==> src/rtl/vpifo_pkg.sv <==
// Shared types and geometry for the virtual-PIFO request scheduler.
package vpifo_pkg;
  localparam int PTW      = 16;
  localparam int TREE_NUM = 8;
  localparam int TIDW     = $clog2(TREE_NUM);
  localparam int LEVEL    = 8;
  localparam int N_PORT   = 8;
  localparam int PW       = $clog2(N_PORT);

  function automatic int tree_cap(input int level);
    return (1 << (level + 1)) - 2;
  endfunction

  localparam int TREE_CAP = tree_cap(LEVEL);
  localparam int OCCW     = $clog2(TREE_CAP + 1);

  typedef struct packed {
    logic            pop;
    logic [TIDW-1:0] tree;
    logic [PTW-1:0]  data;
  } task_t;

  typedef struct packed {
    logic          valid;
    logic [PW-1:0] port;
    logic          empty;
  } rsp_tok_t;
endpackage

==> src/rtl/vpifo_task_fifo.sv <==
// Per-port task FIFO; head is presented combinationally from the read pointer.
module vpifo_task_fifo
  import vpifo_pkg::*;
#(
  parameter int DEPTH = 16
) (
  input  logic  clk,
  input  logic  rst,
  input  logic  wr_en,
  input  task_t wr_data,
  input  logic  rd_en,
  output task_t rd_data,
  output logic  full,
  output logic  empty
);
  localparam int AW = $clog2(DEPTH);

  task_t         mem [DEPTH];
  logic [AW-1:0] wr_ptr, rd_ptr;
  logic [AW:0]   count;

  always_ff @(posedge clk) begin
    if (wr_en) mem[wr_ptr] <= wr_data;
  end

  always_ff @(posedge clk) begin
    if (rst) begin
      wr_ptr <= '0;
      rd_ptr <= '0;
      count  <= '0;
    end else begin
      if (wr_en) wr_ptr <= wr_ptr + 1'b1;
      if (rd_en) rd_ptr <= rd_ptr + 1'b1;
      case ({wr_en, rd_en})
        2'b10:   count <= count + 1'b1;
        2'b01:   count <= count - 1'b1;
        default: ;
      endcase
    end
  end

  assign rd_data = mem[rd_ptr];
  assign full    = (count == (AW+1)'(DEPTH));
  assign empty   = (count == '0);
endmodule

==> src/rtl/vpifo_req_scheduler.sv <==
// Round-robin front end for the shared virtual-PIFO core: per-port task FIFOs,
// per-tree occupancy tracking and an in-order response delay line.
module vpifo_req_scheduler
  import vpifo_pkg::*;
#(
  parameter int FIFO_DEPTH   = 16,
  parameter int CORE_POP_LAT = 2
) (
  input  logic                       i_clk,
  input  logic                       i_rst,
  input  logic [N_PORT-1:0]          i_req_valid,
  input  logic [N_PORT-1:0]          i_req_pop,
  input  logic [N_PORT-1:0][TIDW-1:0] i_req_tree,
  input  logic [N_PORT-1:0][PTW-1:0] i_req_data,
  output logic [N_PORT-1:0]          o_fifo_full,
  output logic [N_PORT-1:0]          o_overflow,
  output logic [N_PORT-1:0]          o_rsp_valid,
  output logic                       o_rsp_empty,
  output logic [PTW-1:0]             o_rsp_data,
  output logic                       o_core_push,
  output logic                       o_core_pop,
  output logic [TIDW-1:0]            o_core_tree_id,
  output logic [PTW-1:0]             o_core_push_data,
  input  logic [PTW-1:0]             i_core_pop_data
);
  task_t             head [N_PORT];
  task_t             g_task;
  logic [N_PORT-1:0] fifo_empty, elig, grant_oh;
  logic [OCCW-1:0]   occ [TREE_NUM];
  logic [PW-1:0]     rr, gnt, idx;
  logic              gnt_vld;
  rsp_tok_t          dly_pipe [CORE_POP_LAT+1];
  rsp_tok_t          tail;

  for (genvar p = 0; p < N_PORT; p++) begin : g_port
    task_t wr;
    assign wr = '{pop: i_req_pop[p], tree: i_req_tree[p], data: i_req_data[p]};

    vpifo_task_fifo #(.DEPTH(FIFO_DEPTH)) u_fifo (
      .clk    (i_clk),
      .rst    (i_rst),
      .wr_en  (i_req_valid[p] && !o_fifo_full[p]),
      .wr_data(wr),
      .rd_en  (grant_oh[p]),
      .rd_data(head[p]),
      .full   (o_fifo_full[p]),
      .empty  (fifo_empty[p])
    );

    // A push to a full tree blocks only its own port.
    assign elig[p] = !fifo_empty[p] &&
                     (head[p].pop || (occ[head[p].tree] < OCCW'(TREE_CAP)));
  end

  // Descending scan so the eligible port closest to rr wins.
  always_comb begin
    gnt     = rr;
    gnt_vld = 1'b0;
    idx     = '0;
    for (int i = N_PORT - 1; i >= 0; i--) begin
      idx = rr + PW'(i);
      if (elig[idx]) begin
        gnt     = idx;
        gnt_vld = 1'b1;
      end
    end
  end

  assign grant_oh = gnt_vld ? (N_PORT'(1) << gnt) : '0;
  assign g_task   = head[gnt];
  assign tail     = dly_pipe[CORE_POP_LAT];

  always_ff @(posedge i_clk) begin
    if (i_rst) begin
      rr               <= '0;
      o_overflow       <= '0;
      o_core_push      <= 1'b0;
      o_core_pop       <= 1'b0;
      o_core_tree_id   <= '0;
      o_core_push_data <= '0;
      o_rsp_valid      <= '0;
      o_rsp_empty      <= 1'b0;
      o_rsp_data       <= '0;
      for (int t = 0; t < TREE_NUM; t++) occ[t] <= '0;
      for (int k = 0; k <= CORE_POP_LAT; k++) dly_pipe[k] <= '0;
    end else begin
      o_overflow  <= o_overflow | (i_req_valid & o_fifo_full);
      o_core_push <= 1'b0;
      o_core_pop  <= 1'b0;
      dly_pipe[0] <= '0;
      if (gnt_vld) begin
        rr             <= gnt + 1'b1;
        o_core_tree_id <= g_task.tree;
        if (!g_task.pop) begin
          o_core_push      <= 1'b1;
          o_core_push_data <= g_task.data;
          occ[g_task.tree] <= occ[g_task.tree] + 1'b1;
        end else begin
          // Null pops still occupy a slot so per-port response order holds.
          dly_pipe[0] <= '{valid: 1'b1, port: gnt, empty: (occ[g_task.tree] == '0)};
          if (occ[g_task.tree] != '0) begin
            o_core_pop       <= 1'b1;
            occ[g_task.tree] <= occ[g_task.tree] - 1'b1;
          end
        end
      end
      for (int k = 1; k <= CORE_POP_LAT; k++) dly_pipe[k] <= dly_pipe[k-1];
      o_rsp_valid <= tail.valid ? (N_PORT'(1) << tail.port) : '0;
      o_rsp_empty <= tail.valid && tail.empty;
      o_rsp_data  <= (tail.valid && !tail.empty) ? i_core_pop_data : '0;
    end
  end
endmodule

==> config.mk <==
export PLATFORM = sky130hd
export DESIGN_NAME = vpifo_req_scheduler
export DESIGN_NICKNAME = d
export VERILOG_FILES = /design/src/rtl/vpifo_pkg.sv /design/src/rtl/vpifo_task_fifo.sv /design/src/rtl/vpifo_req_scheduler.sv
export SDC_FILE = /design/constraint.sdc
export NUM_CORES = 2
export LEC_CHECK = 0
export ABC_AREA = 1
export CAP_MARGIN = 20
export CORE_ASPECT_RATIO = 1.2
export CORE_UTILIZATION = 30
export CTS_BUF_LIST = sky130_fd_sc_hd__clkbuf_8
export DETAILED_ROUTE_END_ITERATION = 6
export REMOVE_ABC_BUFFERS = 1
export SLEW_MARGIN = 20
export SYNTH_ARGS = -nofsm -noshare
export SYNTH_HDL_FRONTEND = slang
export SYNTH_HIERARCHICAL = 1
export SYNTH_SLANG_ARGS = --single-unit
==> constraint.sdc <==
create_clock -name i_clk -period 6.08 [get_ports i_clk]
set_input_delay 0.912 -clock i_clk [delete_from_list [all_inputs] [get_ports i_clk]]
set_output_delay 0.912 -clock i_clk [all_outputs]
set_load 0.01 [all_outputs]
======== Word level (Yosys, flattened, before mapping) ========
Memory sizes are Yosys's and may differ from the RTL's. A register that Yosys moved wholly into a read port is not among the register bits.
Cells that the tools add are included.
storage, ports and cells
  input bits .............................. 186
  output and inout bits ................... 62
  memories kept ........................... 10
  register bits after elaboration ......... 161
  bits in writable memories ............... 2647
operators by class
  $add $sub $neg .......................... 42
  reductions and logical operators ........ 65
  shifts and indexed selects .............. 2
  equal/unequal tests ..................... 24
  mux-type cells .......................... 100
  bitwise gates (word level) .............. 11
  $lt $le $gt $ge ......................... 17
memories
  memory                words  width  rd ports  clocked after memory_dff  wr ports  line                   text
  g_port[0].u_fifo.mem  16     20     1         1                         1         vpifo_task_fifo.sv:18  task_t mem [DEPTH];
  g_port[1].u_fifo.mem  16     20     1         1                         1         vpifo_task_fifo.sv:18
  g_port[2].u_fifo.mem  16     20     1         1                         1         vpifo_task_fifo.sv:18
  g_port[3].u_fifo.mem  16     20     1         1                         1         vpifo_task_fifo.sv:18
  g_port[4].u_fifo.mem  16     20     1         1                         1         vpifo_task_fifo.sv:18
  g_port[5].u_fifo.mem  16     20     1         1                         1         vpifo_task_fifo.sv:18
  +4 memories           --     --     --        --                        --        --
operators by type and width
  cell                                                                   number
  5-bit case mux with 2 select lines                                     8
  9-bit < comparator (second input constant)                             8
  4-bit by 1-bit adder with 4-bit output (second input constant)         16
  4-bit 2-to-1 mux                                                       16
  20-bit binary-select mux with 3-bit select                             1
  1-bit 2-to-1 mux                                                       49
  5-bit by 1-bit adder with 5-bit output (second input constant)         8
  5-bit == test (second input constant)                                  8
  5-bit logical NOT                                                      8
  20-bit 2-to-1 mux                                                      2
  5-bit by 1-bit subtractor with 5-bit output (second input constant)    8
  3-bit by 4-bit < comparator with 1-bit output (second input constant)  8
  3-bit 2-to-1 mux                                                       9
  1-bit binary-select mux with 3-bit select                              8
  5-bit 2-to-1 mux                                                       4
  1-bit logical AND                                                      18
  9-bit 2-to-1 mux                                                       2
  1-bit logical NOT                                                      17
  2-bit by 1-bit == test with 1-bit output (second input constant)       8
  2-bit == test (second input constant)                                  8
  2-bit nonzero test                                                     8
  1-bit by 3-bit left shift with 8-bit output (first input constant)     2
  3-bit adder (second input constant)                                    4
  9-bit by 1-bit adder with 9-bit output (second input constant)         1
  other kinds (16)                                                       32

======== Logic depth before layout (Yosys ltp) ========
An unclocked memory read counts as a cell.
  depth after elaboration ................. 28
  mapped depth ............................ 64
  depth with buffers taken out ............ 59

======== Modules after synthesis ========
The synthesis kept the hierarchy.
by module, submodules not included
  module                                  cells an instance  area an instance (um2)  times used
  vpifo_task_fifo (g_port[0].u_fifo ...)  1140               13897.1                 6
  vpifo_task_fifo (g_port[6].u_fifo)      1141               13884.6                 1
  vpifo_task_fifo (g_port[7].u_fifo)      1139               13877.1                 1
  vpifo_req_scheduler                     1395               9649.3                  1

======== Worst setup path after synthesis ========
OpenSTA, ideal clock, no wires.
  kind .................................... flip-flop to flip-flop
  start point ............................. register with a tool-made name
  end point ............................... memory occ[0][8] (netlist bit) (data pin)
  arrival ................................. 5.845 ns
  buffers on the path ..................... 7
  stages on the path, launching flop included .. 59
  slack ................................... -0.024 ns
  setup time .............................. 0.259 ns
  path through ............................ dfxtp_1 > buf_6 > buf_6 > buf_6 > a21oi_1 > o21ai_1 > nand3_1 > nand3_1 > nand2_1 > buf_4 > buf_2 > nand2_2 > a21oi_2 > nand3_1 > nand2_1 > nand3_1 > nand2_1 > nand2_2 > [23 not listed] > nand2_1 > nor2_1 > nand2_1 > nor2_1 > nand2_2 > nand2_4 > inv_1 > fa_1 > a21oi_1 > o21bai_1 > a21oi_1 > o21bai_1 > a21o_1 > a21oi_1 > xnor2_1 > nand3_1 > nand2_1 > nor2_1
RTL lines
  what       line                       text
  to (decl)  vpifo_req_scheduler.sv:29  logic [OCCW-1:0] occ [TREE_NUM];

==> metrics.md <==
| Metric | Value |
|---|---|
| Status | `complete, but fails checks` |
| Failing checks | `DRC, setup timing` |
| Register share of total power | `30.7%` |
| Via count normalized by instance count | `4.72` |
| Area growth from synthesis to layout | `18.8%` |
| Total global routing track utilization | `16.0%` |
| Psw | `0.0302 W` |
| Total Negative Setup Slacks | `-9.04 ns` |
| Pin count of the biggest net entering global routing | `121` |
| Total number of placement rows | `254` |
| Count of maximum capacitance violations | `0` |
| Via count of the first global-routing pass | `76,686` |
| Synth unique cells | `43` |
| CTS tree | `yes` |
| Number of flip-flops and latches in the synthesized netlist | `2,840` |
| Post-Synthesis Cell Area | `121,000 um2` |
| Port buffer count | `247` |
| Synthesized instance count | `10,515` |
| Core Region | `400,000 um2` |
| Die Footprint | `405,000 um2` |
| Count of buffering cells on the critical path with inverters included | `9` |
| Final #Nets | `11,718` |
| Drt first-iter violations | `6,929` |
| Initial antenna violation count | `80` |
| Most frequent cells in the layout | `edfxtp_1 (2,647), inv_1 (1,695), nand2_1 (1,411)` |
| Max Transition Viols Final | `0` |
| Worst setup skew after layout | `0.103 ns` |
| Total congestion overflow after global routing | `0` |
| Clock slew at reported path FFs | `0.06 ns` |
| Commonest non-fill, non-tap cell in the layout | `edfxtp_1` |
| Setup repair after global routing missed its margin | `true` |
| Switching share of total power | `40.0%` |
| Count of antenna-violating nets left after detailed routing | `0` |
| Number of buffers on the longest clock path | `4` |
| Period Utilization, post-route | `109%` |
| Peak clock frequency supported by timing | `151 MHz` |
| Maximum cell stage delay along the critical path | `0.45 ns` |
| Top Family by Delay on Critical Path | `simple AND/OR/NAND/NOR gates` |
| Maximum vdd ir drop | `1070 uV` |
| Wire length of the first global-routing pass | `491,000 um` |
| Worst hold slack across all endpoints | `0.136 ns` |
| Crit path setup slack, layout | `-0.524 ns` |
| Utilization after layout | `35.9%` |
| Number of I/O pins | `248` |
| Count of hold-fix buffers inserted at cts | `0` |
| Path type of the worst min-delay path | `input port to register` |
| Width of the chip | `581 um` |
| Clock Tree Root | `clkbuf_8` |
| Required time of the worst setup path | `6.94 ns` |
| Final WL | `336,000 um` |
| Internal power of the cells | `0.0454 W` |
| # DRC | `6` |
| Num CTS Buffers | `444` |
| Gp weighted congestion | `0.904` |
| Number of warnings issued by yosys | `6` |
| Fraction of final layout cells sized beyond drive strength 1 | `14.5%` |
| Clock net sink count | `2,840` |
| Overall via count from detail_route | `80,746` |
| Power per cell area | `527 nW/um2` |
| Fraction of the yosys area taken by sequential cells | `69.0%` |
| Kind of launch point of the worst setup path | `register` |
| Count of final setup violators | `40` |
| Height of the chip | `697 um` |
| Mapped Avg Cell Area | `11.5 um2` |
| Leakage power of the design | `52.7 nW` |
| Fin. Hold Viols | `0` |
| Post-layout instance area | `144,000 um2` |
| Critical path class | `register to register` |
| Clock Power Share | `21.1%` |
| Half-perimeter wire length after placement | `213,000 um` |
| Worst-Skew Late Latency | `1.18 ns` |
| Biggest fanout along the worst timing path | `11` |
| Final period demand of the worst path | `6.60 ns` |
| Logic gate share of total power | `48.2%` |
| Pre-antenna DRT Iters | `7` |
| Critical path endpoint category | `register` |
| Actual slew at the worst max-slew pin | `1.03 ns` |
| Data arrival, critical path | `7.46 ns` |
| Initial Utilization | `30.2%` |
| Wire length per cell after detailed routing | `19.7 um` |
| Max transition margin | `31.2%` |
| H-tree levels | `5` |
| Cell area after placement | `133,000 um2` |
| Critical Path Slowest Stage Cell | `dfxtp_4` |
-- per-layer routing --
layer	vias to the layer above	wire length, um	GRT usage [%]
li1	38699	-	-
met1	39084	139000	20.1
met2	2330	163000	27.2
met3	601	22500	3.08
met4	32	11700	6.02
met5	-	188	0
-- final timing paths --
check             cells past startpoint                  startpoint                         end  slack [ns]
hold / removal                        2                       i_rst  g_port[2].u_fifo/rd_ptr[3]        0.14
hold reg to reg                       2  g_port[5].u_fifo/rd_ptr[2]                    register        0.45
setup / recovery                     54                    register                   occ[4][8]       -0.52
setup reg to reg                     54                    register                   occ[4][8]       -0.52
-- power by group through the flow --
stage / registers, W / logic (W) / clock network, W
finish: 0.0232 / 0.0364 / 0.0160
detailed placement: 0.0237 / 0.0305 / 0
global placement: 0.0236 / 0.0304 / 0
CTS: 0.0232 / 0.0332 / 0.0164
global route: 0.0233 / 0.0388 / 0.0172
floorplan: 0.0244 / 0.0136 / 0
-- cell usage after synthesis --
cell	n	area (um2)
nor2_1	407	1530
xnor2_1	7	61.3
nand3_2	7	70.1
nand2_8	2	40.0
o21ai_0	567	2840
buf_6	110	1240
fa_1	1	20.0
a21oi_1	789	3950
inv_1	1567	5880
xor2_1	24	210
o21ai_1	183	916
clkinv_1	2	7.51
nand2_4	10	113
nor2_2	13	81.3
a21oi_4	1	16.3
a211oi_1	1	7.51
edfxtp_1	2647	79500
clkbuf_1	219	822
o21bai_1	8	60.1
or2_2	1	6.26
nand4_1	11	68.8
buf_2	171	856
nand2_1	1461	5480
nor3_1	32	160
ha_1	85	1060
nand3b_1	12	90.1
nand2_2	14	87.6
conb_1	1	3.75
xor2_2	1	16.3
nand3_1	1161	5810
a21oi_2	1	8.76
a311oi_1	32	280
o211ai_1	651	4890
nor4_1	8	50.1
buf_1	32	120
buf_4	56	420
a21o_1	1	7.51
inv_2	13	48.8
and2_0	1	6.26
o21a_1	8	60.1
nand3_4	2	35.0
dfxtp_1	193	3860
a31oi_1	2	12.5
-- state kept, by name (all words and copies together), names as in the netlist, named ones only --
name	count
occ	72
o_core_push_data	16
g_port.u_fifo/mem	2560
o_overflow	8
o_core_pop	1
dly_pipe	15
o_rsp_empty	1
o_core_tree_id	3
o_core_push	1
g_port.u_fifo/count	40
o_rsp_valid	8
o_rsp_data	16
g_port.u_fifo/wr_ptr	32
g_port.u_fifo/rd_ptr	32
rr	3
-- per-stage QoR --
stage                     cells  total power, W  worst slack [ns]
after floorplan            9941          0.0380             -6.18
after global placement    16187          0.0540            -0.742
after detailed placement  16187          0.0541            -0.744
after CTS                 17047          0.0728            -0.306
after global routing      17080          0.0793            -0.888
final                     17102          0.0756            -0.524
-- cells by family after synthesis --
kind of cell	Yosys count	synth area share (%)
other cells	1	0.00310
compound gates	2244	10.8
xor+xnor	32	0.238
simple gates	3142	11.3
buf+inv	2170	7.78
fa+ha+maj	86	0.897
flops	2840	69.0
-- layout make-up --
cell class                      count  area, um2
Fill cell                       38803     256000
Timing Repair inverter              1       16.3
Antenna cell                       37       92.6
Sequential cell                  2840      83400
Clock buffer                      474       6520
Multi-Input combinational cell   5520      29000
Inverter                         1582       5980
Clock inverter                    343       2210
Timing Repair Buffer             1057       9670
Tap cell                         5248       6570
-- timing repair --
item / CTS / global route
cloned: 9 / 2
setup endpoints to repair: 56 / 69
setup buffers: 35 / 17
pin swaps: 38 / 77
gates resized for setup: 114 / 110
(Power assumes the default switching activity.)
